===== config.mk =====
export PLATFORM = sky130hd
export DESIGN_NAME = key_debounce_bank
export DESIGN_NICKNAME = d
export VERILOG_FILES = /design/src/rtl/key_debounce_bank.sv
export SDC_FILE = /design/constraint.sdc
export NUM_CORES = 1
export LEC_CHECK = 0
export ABC_AREA = 1
export CAP_MARGIN = 20
export CORE_MARGIN = 4
export CORE_UTILIZATION = 43
export CTS_CLUSTER_DIAMETER = 60
export DETAILED_ROUTE_END_ITERATION = 10
export PLACE_DENSITY = 0.7
export SLEW_MARGIN = 0
export SYNTH_ARGS = -nofsm -noshare
export SYNTH_HDL_FRONTEND = slang
export SYNTH_SLANG_ARGS = --single-unit

===== constraint.sdc =====
create_clock -name clk -period 4 [get_ports clk]
set_input_delay 0.8 -clock clk [delete_from_list [all_inputs] [get_ports clk]]
set_output_delay 0.8 -clock clk [all_outputs]
set_load 0.05 [all_outputs]

===== src/rtl/key_debounce_bank.sv =====
// -----------------------------------------------------------------------------
// key_debounce_bank
//
// Debounces a bank of mechanical keys. It uses one shared scan counter for all
// keys. A key's debounced level changes only when two consecutive scan samples
// agree with each other and differ from the current level. The module also
// reports per-key press/release pulses, long-press pulses and a toggle level.
//
// Parameters
//   N_KEYS       number of key channels (1..16)
//   SCAN_CYCLES  clk cycles per scan period (>= 2)
//   LONG_SCANS   consecutive pressed scans before a long-press event (2..255)
//   ACTIVE_LOW   1: raw key reads 0 when pressed, 0: raw key reads 1 when pressed
//   TOGGLE_INIT  reset / clear value of o_toggle_out
//
// Ports
//   clk            system clock
//   rst_n          asynchronous active-low reset
//   i_key_in       raw asynchronous key levels
//   i_clr          synchronous clear of o_toggle_out to TOGGLE_INIT
//   o_key_state    debounced level per key, 1 = pressed
//   o_press        one-cycle pulse per key on debounced press
//   o_release      one-cycle pulse per key on debounced release
//   o_long_press   one-cycle pulse per key when held LONG_SCANS scans
//   o_toggle_out   per-key level that inverts on each press
//   o_any_event    OR of press, release and long-press pulses (same cycle)
// -----------------------------------------------------------------------------
module key_debounce_bank #(
    parameter int                 N_KEYS      = 2,
    parameter int                 SCAN_CYCLES = 1000000,
    parameter int                 LONG_SCANS  = 50,
    parameter int                 ACTIVE_LOW  = 1,
    parameter logic [N_KEYS-1:0]  TOGGLE_INIT = '1
) (
    input  logic              clk,
    input  logic              rst_n,
    input  logic [N_KEYS-1:0] i_key_in,
    input  logic              i_clr,
    output logic [N_KEYS-1:0] o_key_state,
    output logic [N_KEYS-1:0] o_press,
    output logic [N_KEYS-1:0] o_release,
    output logic [N_KEYS-1:0] o_long_press,
    output logic [N_KEYS-1:0] o_toggle_out,
    output logic              o_any_event
);

    localparam int CNT_W  = (SCAN_CYCLES > 2) ? $clog2(SCAN_CYCLES) : 1;
    localparam int HOLD_W = $clog2(LONG_SCANS + 1);

    localparam logic [CNT_W-1:0]  CNT_MAX  = CNT_W'(SCAN_CYCLES - 1);
    localparam logic [HOLD_W-1:0] HOLD_MAX = HOLD_W'(LONG_SCANS);
    localparam logic [HOLD_W-1:0] HOLD_PRE = HOLD_W'(LONG_SCANS - 1);

    // The raw level of a key that is not pressed. The synchronizer resets to
    // this level so that no key looks pressed right after reset.
    localparam logic [N_KEYS-1:0] RELEASED_RAW = (ACTIVE_LOW != 0) ? '1 : '0;

    // ------------------------------------------------------------------
    // Two-flop synchronizer and polarity normalisation (1 = pressed)
    // ------------------------------------------------------------------
    logic [N_KEYS-1:0] r_sync1;
    logic [N_KEYS-1:0] r_sync2;
    logic [N_KEYS-1:0] w_key_norm;

    always_ff @(posedge clk or negedge rst_n) begin
        if (!rst_n) begin
            r_sync1 <= RELEASED_RAW;
            r_sync2 <= RELEASED_RAW;
        end else begin
            r_sync1 <= i_key_in;
            r_sync2 <= r_sync1;
        end
    end

    assign w_key_norm = (ACTIVE_LOW != 0) ? ~r_sync2 : r_sync2;

    // ------------------------------------------------------------------
    // Shared scan counter; w_tick strobes on the last count of each period
    // ------------------------------------------------------------------
    logic [CNT_W-1:0] r_scan_cnt;
    logic             w_tick;

    assign w_tick = (r_scan_cnt == CNT_MAX);

    always_ff @(posedge clk or negedge rst_n) begin
        if (!rst_n) begin
            r_scan_cnt <= '0;
        end else if (w_tick) begin
            r_scan_cnt <= '0;
        end else begin
            r_scan_cnt <= r_scan_cnt + CNT_W'(1);
        end
    end

    // ------------------------------------------------------------------
    // Sampling and debounce decision
    // r_sample holds the sample from the previous tick. The value being
    // captured on this tick is compared against it, so a change must be
    // seen on two consecutive ticks before it is accepted.
    // ------------------------------------------------------------------
    logic [N_KEYS-1:0] r_sample;
    logic [N_KEYS-1:0] r_key_state;
    logic [N_KEYS-1:0] w_agree;
    logic [N_KEYS-1:0] w_rise;
    logic [N_KEYS-1:0] w_fall;

    assign w_agree = ~(w_key_norm ^ r_sample);
    assign w_rise  = w_tick ? (w_agree &  w_key_norm & ~r_key_state) : '0;
    assign w_fall  = w_tick ? (w_agree & ~w_key_norm &  r_key_state) : '0;

    always_ff @(posedge clk or negedge rst_n) begin
        if (!rst_n) begin
            r_sample    <= '0;
            r_key_state <= '0;
        end else begin
            if (w_tick) begin
                r_sample <= w_key_norm;
            end
            r_key_state <= (r_key_state | w_rise) & ~w_fall;
        end
    end

    // ------------------------------------------------------------------
    // Per-key hold counters and long-press detection.
    // A long press fires on the tick that moves the counter from
    // LONG_SCANS-1 to LONG_SCANS. The counter then saturates, so the event
    // cannot fire again until the key is released (counter cleared).
    // ------------------------------------------------------------------
    logic [HOLD_W-1:0] r_hold [N_KEYS];
    logic [N_KEYS-1:0] w_long_hit;

    always_comb begin
        w_long_hit = '0;
        for (int k = 0; k < N_KEYS; k++) begin
            w_long_hit[k] = w_tick & r_key_state[k] & (r_hold[k] == HOLD_PRE);
        end
    end

    always_ff @(posedge clk or negedge rst_n) begin
        if (!rst_n) begin
            for (int k = 0; k < N_KEYS; k++) begin
                r_hold[k] <= '0;
            end
        end else begin
            for (int k = 0; k < N_KEYS; k++) begin
                if (!r_key_state[k]) begin
                    r_hold[k] <= '0;
                end else if (w_tick && (r_hold[k] != HOLD_MAX)) begin
                    r_hold[k] <= r_hold[k] + HOLD_W'(1);
                end
            end
        end
    end

    // ------------------------------------------------------------------
    // Registered event pulses and toggle level.
    // i_clr has priority over the toggle only; the pulses are unaffected.
    // ------------------------------------------------------------------
    logic [N_KEYS-1:0] r_press;
    logic [N_KEYS-1:0] r_release;
    logic [N_KEYS-1:0] r_long_press;
    logic [N_KEYS-1:0] r_toggle;
    logic              r_any_event;

    always_ff @(posedge clk or negedge rst_n) begin
        if (!rst_n) begin
            r_press      <= '0;
            r_release    <= '0;
            r_long_press <= '0;
            r_toggle     <= TOGGLE_INIT;
            r_any_event  <= 1'b0;
        end else begin
            r_press      <= w_rise;
            r_release    <= w_fall;
            r_long_press <= w_long_hit;
            r_any_event  <= |{w_rise, w_fall, w_long_hit};
            if (i_clr) begin
                r_toggle <= TOGGLE_INIT;
            end else begin
                r_toggle <= r_toggle ^ w_rise;
            end
        end
    end

    assign o_key_state  = r_key_state;
    assign o_press      = r_press;
    assign o_release    = r_release;
    assign o_long_press = r_long_press;
    assign o_toggle_out = r_toggle;
    assign o_any_event  = r_any_event;

endmodule

### Yosys cells after proc, flatten, opt, wreduce, memory -nomap -nowiden

Index checks and enable logic that the tools add are counted.

* flip-flop bits (word level): 49
* latch bits: 0
* RAM bits: 0
* ROM bits: 0
* bits of input ports: 5
* output and inout port bits: 11
* memories kept: 0

* add/sub/neg operators: 3
* multiply operators: 0
* div/mod/pow operators: 0
* $lt $le $gt $ge: 0
* equal/unequal tests: 7
* shifts and indexed selects: 0
* muxes and demuxes: 8
* bitwise logic cells: 17
* reduce and logical (&&, ||, !) cells: 3

Operators with widths (number)
* 6-bit 2-to-1 mux: 4
* 20-bit by 1-bit adder with 20-bit output, second input constant: 1
* 20-bit equality test, second input constant: 1
* 20-bit 2-to-1 mux: 1
* 6-bit by 1-bit adder with 6-bit output, second input constant: 2
* 6-bit equality test, second input constant: 2
* 6-bit != test, second input constant: 2
* 2-bit bitwise AND: 5
* 2-bit inverter: 5
* 2-bit 2-to-1 mux: 3
* 6-bit OR reduction: 1
* 1-bit bitwise AND: 4
* 2-bit by 1-bit != test with 1-bit output, second input constant: 2
* 2-bit bitwise XOR: 2
* 1-bit logical AND: 2
* 2-bit bitwise OR: 1

### Depth between registers and ports, before layout

* word-level depth: 8
* mapped depth: 10
* gate-level depth less buffers: 9

### Worst setup path before layout

Ideal clock, no wire load.

* kind: reg2reg
* from: reg r_key_state[0], in the netlist o_key_state[0]
* to: reg r_any_event, in the netlist o_any_event
* library setup time: 0.116 ns
* arrival time: 1.367 ns
* required time: 3.884 ns
* path slack: 2.517 ns
* cell stages (with the launch flop): 9
* path buffers: 1
* path through: dfrtp_1 > clkbuf_1 > inv_1 > nand2_1 > nor2_1 > o21ai_1 > nand2_1 > inv_1 > nand2_1

* cells in the longest elaborated chain, start to end: 4

Ends and longest elaborated chain
* start: declaration: RTL line 102 `logic [N_KEYS-1:0] r_key_state;`
* start signal: assignment: RTL line 119 `r_key_state <= (r_key_state | w_rise) & ~w_fall;`
* 2-bit inverter: RTL line 108 `assign w_rise = w_tick ? (w_agree & w_key_norm & ~r_key_state) : '0;`
* 2-bit bitwise AND: RTL line 108
* 2-bit 2-to-1 mux: RTL line 108
* 6-bit OR reduction (*): RTL line 176 `r_any_event <= |{w_rise, w_fall, w_long_hit};`
* end signal: assignment: RTL line 176
* end: declaration: RTL line 163 `logic r_any_event;`

Every way passes the cells marked *; elsewhere a longest branch is shown, timed or not.
A chain may end at the register's enable or synchronous reset.

### Final worst setup path

* from: reg r_key_state[1], in the netlist o_key_state[1]
* to: out o_key_state[1]

RTL lines
* end: declaration: RTL line 39 `output logic [N_KEYS-1:0] o_key_state,`

No word-level cell between the ends.

==> impl_metrics.yaml <==
synthesis:
  yosysWarnings: 0
  synth_ff_type: "dfrtp_1"
  syn_avg_cell_area_um2: 8.37
  ys_seq_elements: 49
  syn-cell-area_um2: 2450
  syn_inst: 293
  synth-seq-area-share: 0.503
  synth_edf_count: 0
  synth_fp_nets: 305
  synth-async-reset-ratio: 1.00
  yosys.cell_types.count: 25
timing:
  min_period_ns: 2.50
  period_share: 0.625
  hold-worst-slack_ns: 0.359
  slew_viol_final: 0
  finClkSkew_ns: 0.00600
  fmax_mhz: 400
  tightest_slew_ns: 0.512
  rsz0062_at_grt: "no"
  slew-limit-headroom: 0.657
  setup_viol: 0
  hold_violations: 0
  final.setup.tns_ns: 0
detailed_routing:
  vias: 1831
  drtPass1Iterations: 4
  wl_per_cell_um: 11.1
  ant_nets: 0
  vias_per_cell: 4.74
  initialDrtViolationCount: 70
  routed_wl_mm: 4.29
  drc: 0
worst_setup_path:
  crit_path_max_incr_delay_ns: 0.88
  cp-start-kind: "flop"
  end_kind: "output port"
  worstSetupPathType: "flop to output port"
  cp.required_ns: 3.20
  path_delay_family: "buffers and inverters"
  crit_chain: "clkdlybuf4s50_1"
  ff2ff_setup_slack_ns: 2.26
  cpMaxStageDelayCell: "clkdlybuf4s50_1"
  path_buf_inv: 1
  critical_path_peak_fanout: 10
  cp.arrival_ns: 1.70
floorplanning:
  row_count: 27
  die_x_um: 83.5
  coreArea_um2: 5510
  ios: 16
  start_util: 0.445
  die_h_um: 83.5
  die_area_um2: 6980
cts:
  cts_resized: 0
  clockBufferDepth: 2
  cts_tree: "built"
  cts-root-buf: "clkbuf_8"
  clk-insertion-delay-late_ns: 0.30
  cts_hold_buf: 0
  cts_inserted_buffers: 5
  postCtsSetupBuffers: 0
  h-tree-depth: 2
  clock-sinks: 49
  clkSlewWorstSetupHoldPaths_ns: 0.08
pwr:
  swShare: 0.190
  p_leak_nw: 1.30
  power_frac_comb: 0.017
  p_seq_frac: 0.573
  p_switching_uw: 165
  ir_drop_mv: 0.199
  p_clk_frac: 0.410
  power_density_nw_per_um2: 311
  internal_power_uw: 707
grt:
  grtUsageTotal: 0.133
  antenna_found_initial: 0
  grt_max_degree: 50
  grt_pass1_vias: 1803
  gr-total-overflow: 0
  grt_pass1_wl_mm: 7.76
placed_design:
  gp_congestion: 0.807
  io_buffers: 15
  dp_hpwl_mm: 3.08
final_layout:
  drive_gt1_frac: 0.0892
  n_fill_cell: 501
  syn_to_final_growth_pct: 14.4
  insertedDiodeCount: 0
  register_area_um2: 1230
  multi_input_area_um2: 1020
  fin_nets: 325
min_path:
  hp-class: "flop to flop"
flow_run:
  drv_cap: 0
run_status:
  status: "complete, no violations"
[synthesized netlist by cell type, types with 4 or more instances]
master,instances,area (um2)
a21oi_1,7,35.0
dfrtp_1,43,1080
dfstp_2,6,158
ha_1,7,87.6
inv_1,45,169
nand2_1,55,206
nand3_1,24,120
nand4_1,4,25.0
nor2_1,36,135
nor3_1,15,75.1
o21ai_0,16,80.1
xnor2_1,6,52.6
xor2_1,9,78.8
[final timing paths]
path	from	endpoint	cells past startpoint
setup reg to reg	r_scan_cnt[0]	r_hold[2]	8
min in group asynchronous	rst_n	r_scan_cnt[3]	1
hold / removal	r_sync1[0]	r_sync2[0]	0
max in group asynchronous	rst_n	r_sync2[0]	2
hold reg to reg	r_sync1[0]	r_sync2[0]	0
setup / recovery	o_key_state[1]	o_key_state[1]	1
[stage by stage]
| step | area, um2 | util | std cells | setup WS (ns) | power [mW] |
|---|---|---|---|---|---|
| finish | 2810 | 0.509 | 386 | 1.50 | 0.873 |
| global route | 2810 | 0.509 | 386 | 1.42 | 0.910 |
| CTS | 2790 | 0.506 | 385 | 1.48 | 0.887 |
| detailed placement | 2670 | 0.485 | 377 | 1.82 | 0.523 |
| global placement | 2670 | 0.485 | 377 | 1.83 | 0.523 |
| floorplan | 2450 | - | 293 | 2.52 | 0.510 |
[flip-flops by register name, indices dropped and copies added (netlist names), 2 cells and up]
name / flops
o_long_press: 2
o_toggle_out: 2
r_sync2: 2
o_key_state: 2
r_sample: 2
o_release: 2
r_sync1: 2
r_scan_cnt: 20
r_hold: 12
o_press: 2
[area by class of cell]
class / count / area share
multi-input cells: 193 / 0.364
inverters: 48 / 0.0642
well taps: 72 / 0.0321
clock buffers: 7 / 0.0308
repair buffers: 16 / 0.0589
clock inverters: 1 / 0.0107
flip-flops and latches: 49 / 0.440
[power groups by stage]
stage                     combinational [mW]  clock (mW)  sequential, mW
after floorplan                     0.000321           0           0.509
after global placement                0.0134           0           0.509
after detailed placement              0.0136           0           0.509
after CTS                             0.0136       0.374           0.500
after global routing                  0.0178       0.392           0.500
final                                 0.0149       0.358           0.500
[routing by layer]
metal	up-vias	wire [um]	track usage
met3	8	200	0.0355
li1	959	-	-
met2	36	1980	0.216
met5	-	0	0
met1	828	2030	0.170
met4	0	80	0.0482
[cells in the final DEF (no fill, tap or decap), drive strengths merged]
| cell | count |
|---|---|
| o21ai | 19 |
| a21oi | 7 |
| dfstp | 6 |
| bufinv | 1 |
| nand4 | 4 |
| ha | 7 |
| clkdlybuf4s50 | 14 |
| nand3b | 1 |
| nor2 | 39 |
| dfrtp | 43 |
| clkbuf | 7 |
| buf | 2 |
| inv | 48 |
| nand2 | 56 |
| xnor2 | 6 |
| xor2 | 9 |
| nor3 | 16 |
| nand3 | 27 |
| a31o | 2 |
[cell families (layout without fill, tap and decap cells)]
| group | after synthesis | after routing | synth area share |
|---|---|---|---|
| compound gates | 28 | 28 | 0.0602 |
| xor+xnor | 15 | 15 | 0.0536 |
| fa+ha+maj | 7 | 7 | 0.0357 |
| buf+inv | 51 | 72 | 0.0811 |
| flops | 49 | 49 | 0.503 |
| simple gates | 143 | 143 | 0.266 |
(Power assumes the default switching activity.)
